==> config.mk <==
export PLATFORM = sky130hd
export DESIGN_NAME = int_to_float
export DESIGN_NICKNAME = d
export VERILOG_FILES = /design/src/rtl/int_to_float.sv
export SDC_FILE = /design/constraint.sdc
export NUM_CORES = 1
export LEC_CHECK = 0
export BUFFER_PORTS_ARGS = -buffer_cell sky130_fd_sc_hd__buf_2
export CORE_MARGIN = 3
export CORE_UTILIZATION = 46
export DETAILED_ROUTE_END_ITERATION = 8
export GPL_ROUTABILITY_DRIVEN = 0
export PLACE_DENSITY = 0.67
export SKIP_LAST_GASP = 1
export SYNTH_ARGS = -nofsm -noshare
export SYNTH_HDL_FRONTEND = slang
export SYNTH_SLANG_ARGS = --single-unit
==> constraint.sdc <==
create_clock -name clk -period 4.5 [get_ports clk]
set_input_delay 0.225 -clock clk [delete_from_list [all_inputs] [get_ports clk]]
set_output_delay 0.225 -clock clk [all_outputs]
set_load 0.01 [all_outputs]
==> src/rtl/int_to_float.sv <==
// Iterative 32-bit integer to IEEE-754 single converter; normalizes one bit per
// cycle and truncates the fraction to match the truncating adder downstream.
module int_to_float #(
    parameter bit SIGNED = 1'b1
) (
    input  logic        clk,
    input  logic        reset,
    input  logic [31:0] in_data,
    input  logic        in_valid,
    output logic        in_ready,
    output logic [31:0] out_data,
    output logic        out_valid,
    input  logic        out_ready,
    output logic [31:0] debug
);

    localparam int DATA_W = 32;
    localparam logic [7:0] EXP_TOP = 8'd158;

    typedef enum logic [1:0] {
        IDLE = 2'd0,
        NORM = 2'd1,
        DONE = 2'd2
    } state_t;

    state_t              state, state_nxt;
    logic [DATA_W-1:0]   mag;
    logic [7:0]          exp;
    logic                sign;
    logic [7:0]          shcnt;
    logic                accept;
    logic                in_sign;

    // Two's-complement magnitude; the most negative value maps onto itself,
    // which is the correct unsigned magnitude 2^31.
    function automatic logic [DATA_W-1:0] magnitude(input logic [DATA_W-1:0] v,
                                                    input logic neg);
        logic signed [DATA_W-1:0] sv;
        sv = signed'(v);
        magnitude = neg ? unsigned'(-sv) : v;
    endfunction

    // Truncating pack: the bits below the 23-bit fraction are simply dropped.
    function automatic logic [31:0] pack_trunc(input logic s, input logic [7:0] e,
                                               input logic [22:0] frac);
        pack_trunc = {s, e, frac};
    endfunction

    assign in_ready = (state == IDLE);
    assign accept   = in_valid && in_ready;
    assign in_sign  = SIGNED ? in_data[DATA_W-1] : 1'b0;
    assign debug    = {24'b0, shcnt};

    always_ff @(posedge clk) begin
        if (reset) state <= IDLE;
        else       state <= state_nxt;
    end

    always_comb begin
        state_nxt = state;
        case (state)
            IDLE: if (accept) state_nxt = NORM;
            NORM: if (mag == '0 || mag[DATA_W-1]) state_nxt = DONE;
            DONE: if (out_ready) state_nxt = IDLE;
            default: state_nxt = IDLE;
        endcase
    end

    always_ff @(posedge clk) begin
        if (reset) begin
            mag       <= '0;
            exp       <= '0;
            sign      <= 1'b0;
            shcnt     <= '0;
            out_data  <= '0;
            out_valid <= 1'b0;
        end else begin
            case (state)
                IDLE: begin
                    if (accept) begin
                        sign  <= in_sign;
                        mag   <= magnitude(in_data, in_sign);
                        exp   <= EXP_TOP;
                        shcnt <= '0;
                    end
                end
                NORM: begin
                    if (mag == '0) begin
                        out_data  <= 32'h0000_0000;
                        out_valid <= 1'b1;
                    end else if (mag[DATA_W-1]) begin
                        out_data  <= pack_trunc(sign, exp, mag[30:8]);
                        out_valid <= 1'b1;
                    end else begin
                        mag   <= mag << 1;
                        exp   <= exp - 8'd1;
                        shcnt <= shcnt + 8'd1;
                    end
                end
                DONE: begin
                    if (out_ready) out_valid <= 1'b0;
                end
                default: out_valid <= 1'b0;
            endcase
        end
    end

endmodule

* After elaboration in Yosys (flattened, before gate mapping)
Cells that the tools add are included.
Cells by class: add/subtract/negate cells 3, eq/ne operators 8, muxes and demuxes 23, bitwise gates (word level) 1, reduce and logical (&&, ||, !) cells 12
Operators with widths (number):
- 32-bit 2-to-1 mux | 6
- 32-bit one-hot mux with 2 select lines | 1
- 8-bit 2-to-1 mux | 6
- 32-bit zero test | 1
- 32-bit negator | 1
- 8-bit one-hot mux with 2 select lines | 2
- 3-bit AND reduction | 3
- 8-bit by 1-bit adder with 8-bit output, second input constant | 1
- 2-bit != test, second input constant | 4
- 8-bit by 1-bit subtractor with 8-bit output, second input constant | 1
- 2-bit 2-to-1 mux | 3
- 2-bit one-hot mux with 3 select lines | 1
- 2-bit AND reduction | 2
- 4-bit AND reduction | 1
- 2-bit nonzero test | 2
- 1-bit 2-to-1 mux | 3
- 3-bit != test, second input constant | 1
- 1-bit one-hot mux with 3 select lines | 1
- 2-bit by 1-bit equality test with 1-bit output, second input constant | 1
- 2-bit equality test, second input constant | 1
- 2-bit zero test | 1
- 2-bit by 1-bit != test with 1-bit output, second input constant | 1
- 1-bit logical AND | 1
- 1-bit logical OR | 1
- 1-bit NOT | 1
Word-level totals: bits in registers 84, bits of input ports 36, output and inout port bits 66, word-level logic and storage cells 55

* Depth between registers and ports, before layout
depth in word-level cells 4, mapped depth 9, gate-level depth less buffers 8

* Least setup slack after synthesis
Ideal clock, no wire load.
path kind input to register, start point input in_data[1], end point register mag[18], setup time 132 ps, arrival 2051 ps, required time 4368 ps, path slack 2317 ps, stages 9, path buffers 1, cell sequence inv_1 -> ha_1 -> or3b_2 -> or4_1 -> clkbuf_1 -> o31ai_1 -> xnor2_1 -> a221oi_1 -> nor3_1
Between the ends: cells in the longest elaborated chain, start to end 4
RTL lines:
- from (decl) | line 8 | input logic [31:0] in_data,
- 32-bit negator | line 40 | magnitude = neg ? unsigned'(-sv) : v;
- 32-bit 2-to-1 mux | line 40
- 32-bit 2-to-1 mux | line 80 | if (accept) begin
- 32-bit one-hot mux with 2 select lines | line 78 | case (state)
- to (signal assigned) | line 82 | mag <= magnitude(in_data, in_sign);
- to (signal assigned) | line 95 | mag <= mag << 1;
- to (decl) | line 27 | logic [DATA_W-1:0] mag;
No other way between the ends. The select of a mux whose other input is x is not followed. A chain may end at the register's enable or synchronous reset.

* Worst setup path in the final report
start point register state[1], end point register exp[1]
Between the ends: cells in the longest elaborated chain, start to end 4, elaborated cells between the ends (all ways) 9, those cells by class eq/ne: 4; mux: 1; reduce/logical: 4
RTL lines:
- from (decl) | line 26 | state_t state, state_nxt;
- from (signal assigned) | line 56 | else state <= state_nxt;
- 2-bit zero test | line 49, 78
- 1-bit logical AND | line 50 | assign accept = in_valid && in_ready;
- 2-bit by 1-bit != test with 1-bit output (no line)
- 4-bit AND reduction (no line)
- to (signal assigned) | line 96 | exp <= exp - 8'd1;
- to (decl) | line 28 | logic [7:0] exp;
Several ways; a longest one is shown, not always the timed one.

==> impl_metrics.csv <==
group,metric,value,unit
cts,cts_buffer_depth,2,
routing,routedWlPerCell,16.22,um
routing,vias,4063,
cells_and_area,syn_to_final_growth,12.25,%
floorplanning,die_x,103.3,um
synthesis,netlist.area_leader.share,0.3864,
cts,clk_pin_slew,0.08,ns
worst_setup_path,worst-setup-path-type,"reg -> reg",
cts,htree_num_levels,3,
cts,insertion_delay,0.35,ns
timing,rsz0062_at_grt,"false",
cts,numCtsBuffers,9,
power_and_ir_drop,p_int,0.001228,W
grt,overflow,0,
synthesis,netlist_area,0.004352,mm^2
worst_setup_path,critPathMaxFanout,39,
outcome,outcome,"finished clean",
timing,fmax,0.3820,GHz
run,drv_cap,0,
floorplanning,initial_core_util,0.4871,
synthesis,netlist_instances,529,
floorplanning,die_height,103.3,um
timing,tns,0,ns
synthesis,ys_seq_area_frac,0.3864,
timing,holdWs,0.1934,ns
power_and_ir_drop,clock_power_share,0.332,
worst_setup_path,cp-end-kind,"register",
power_and_ir_drop,leakage,1.917,nW
cts,ctsRootBufferMaster,"clkbuf_8",
power_and_ir_drop,vdd.ir_drop.worst,0.0001954,V
timing,period_minus_slack,2.618,ns
timing,finalHoldViolCount,0,
routing,drtPass1Iterations,5,
power_and_ir_drop,p_seq_frac,0.485,
synthesis,ys_types,52,
cells_and_area,antenna_cells,0,
grt,grt_start_max_net_pins,53,
routing,routed_wl,11260,um
routing,antenna_left,0,
cts,postCtsHoldBufs,0,
cts,cts.repair.resized,0,
cells_and_area,final_util,0.5468,
power_and_ir_drop,switching_share,0.2993,
worst_setup_path,arrival,2.87,ns
timing,final.period_utilization,0.5818,
power_and_ir_drop,power.net_switching,0.0005245,W
worst_setup_path,reg2reg_slack,1.88,ns
timing,drv_slew,0,
cells_and_area,drive_gt1_frac,0.1843,
placement,dp_hpwl,8183,um
timing,relSlewSlack,0.2163,
cts,clock-sinks,84,
power_and_ir_drop,combPwrFrac,0.183,
synthesis,synth_common_cells,"dfxtp_1, nor2_1, a21oi_1",
synthesis,synth_area_leaders,"dfxtp_1, nor2_1, xnor2_1, a22oi_1, buf_4",
worst_setup_path,cp.required,4.76,ns
worst_setup_path,critPathLaunchType,"register",
synthesis,post-synth-top-count-cell,"dfxtp_1",
cts,cts_setup_buffers,0,
timing,setup_viol,0,
timing,worstMarginPinSlew,1.175,ns
synthesis,yosys_warnings,0,
synthesis,yosysTopAreaCell,"dfxtp_1",
synthesis,synth.avg_cell_area,8.226,um^2
synthesis,synth_seq_cells,84,
grt,antenna_found_initial,0,
routing,viasPerCell,5.854,
grt,grt_use_total,0.2107,
floorplanning,dieArea,0.01066,mm^2
synthesis,synthFlopType,"dfxtp_1",
grt,grt_pass1_wl,17880,um
floorplanning,io_pins,102,
routing,first_iter_violations,270,
routing,drcViolationCount,0,
cells_and_area,nets,620,
synthesis,synth_edf_count,0,
placement,portBuffers,77,
min_path,hp-class,"in -> reg",
cts,cts_tree,"built",
floorplanning,coreArea,0.008934,mm^2
floorplanning,num_rows,34,
grt,grt_pass1_vias,3633,
synthesis,async_reset_ff_frac,0,
power_and_ir_drop,powerDensity,358.8,mW/mm^2
cells_and_area,n_fill_cell,882,
timing,finClkSkew,0.01106,ns
[cells by family (layout without fill, tap and decap cells)]
kind of cell | Yosys count | count (layout) | share of synthesized area
AOI/OAI and AO/OA | 147 | 147 | 0.2441
xor gates and xnor gates | 34 | 34 | 0.06843
adders and majority gates | 3 | 3 | 0.008627
buffers and inverters | 75 | 109 | 0.08741
DFF | 84 | 84 | 0.3864
muxes | 2 | 2 | 0.004601
other | 1 | 24 | 0.0008617
and+or+nand+nor | 183 | 183 | 0.1995
[per-stage QoR]
stage,instances,worst slack [ns],total power [W],cell area [um^2]
final,694,1.882,0.001753,4885
after global routing,694,1.649,0.001829,4885
after CTS,694,1.882,0.001756,4885
after detailed placement,678,1.911,0.001184,4668
after global placement,678,1.949,0.001177,4668
after floorplan,552,2.317,0.001096,4438
[worst max-delay path: stages (launching register included)]
cell and delay [ns]:
dfxtp_1 0.40, nand2b_1 0.13, buf_4 0.36, nor2_1 0.07, buf_4 0.23, o31ai_1 0.09, buf_4 0.23, nand2_1 0.56
a311oi_1 0.44
[final timing paths]
kind                              start                   to  cells after the start
setup reg to reg  state[1]$_SDFFE_PP0P_  exp[1]$_SDFFE_PP0P_                      8
setup / recovery  state[1]$_SDFFE_PP0P_  exp[1]$_SDFFE_PP0P_                      8
hold / removal               in_data[0]  mag[0]$_SDFFE_PP0P_                      3
hold reg to reg       sign$_SDFFE_PP0P_    sign$_SDFFE_PP0P_                      2
[cell usage in the layout, fill, tap and decap left out, drive strengths merged, types with 3 or more instances in the layout]
master,count
a21o,3
a31oi,3
a311oi,4
o21ai,16
a221oi,15
clkbuf,10
a22oi,33
conb,24
dfxtp,84
nor2,77
a21oi,35
or4,7
or3,9
o41ai,3
clkinv,3
buf,84
o211ai,4
nand2b,4
inv,8
o31ai,11
nor4,13
nand3,7
ha,3
nand4,4
and2,3
a211oi,10
xor2,4
nor3,22
xnor2,30
nand2,30
[layer usage]
metal  track usage  routed length, um  part of all wire
met1        0.3009               5111              0.45
met2        0.3286               5208              0.46
met3       0.03421                783             0.070
met4       0.06175                155             0.014
met5             0                  0                 0
[final cells by class]
| cell class | count | area, um^2 | area share |
|---|---|---|---|
| timing repair buffer | 84 | 437.9 | 0.08965 |
| multi-input combinational | 393 | 2380 | 0.4872 |
| inverter | 9 | 33.78 | 0.006916 |
| tap | 108 | 135.1 | 0.02766 |
| sequential | 84 | 1682 | 0.3443 |
| clock buffer | 10 | 127.6 | 0.02613 |
| clock inverter | 6 | 88.84 | 0.01819 |
[power groups by stage]
stage	Combinational, W	Sequential (W)	Clock (W)
global route	0.000358	0.000857	0.000614
CTS	0.000319	0.000849	0.000588
finish	0.000321	0.000850	0.000582
global placement	0.000311	0.000866	0
floorplan	0.000251	0.000845	0
detailed placement	0.000317	0.000867	0
[sequential cells by signal (all words and copies together), names as in the netlist]
| register | cells |
|---|---|
| mag | 32 |
| sign | 1 |
| shcnt | 8 |
| state | 2 |
| out_data | 32 |
| out_valid | 1 |
| exp | 8 |
No activity file was read; power rests on OpenSTA's default activity.
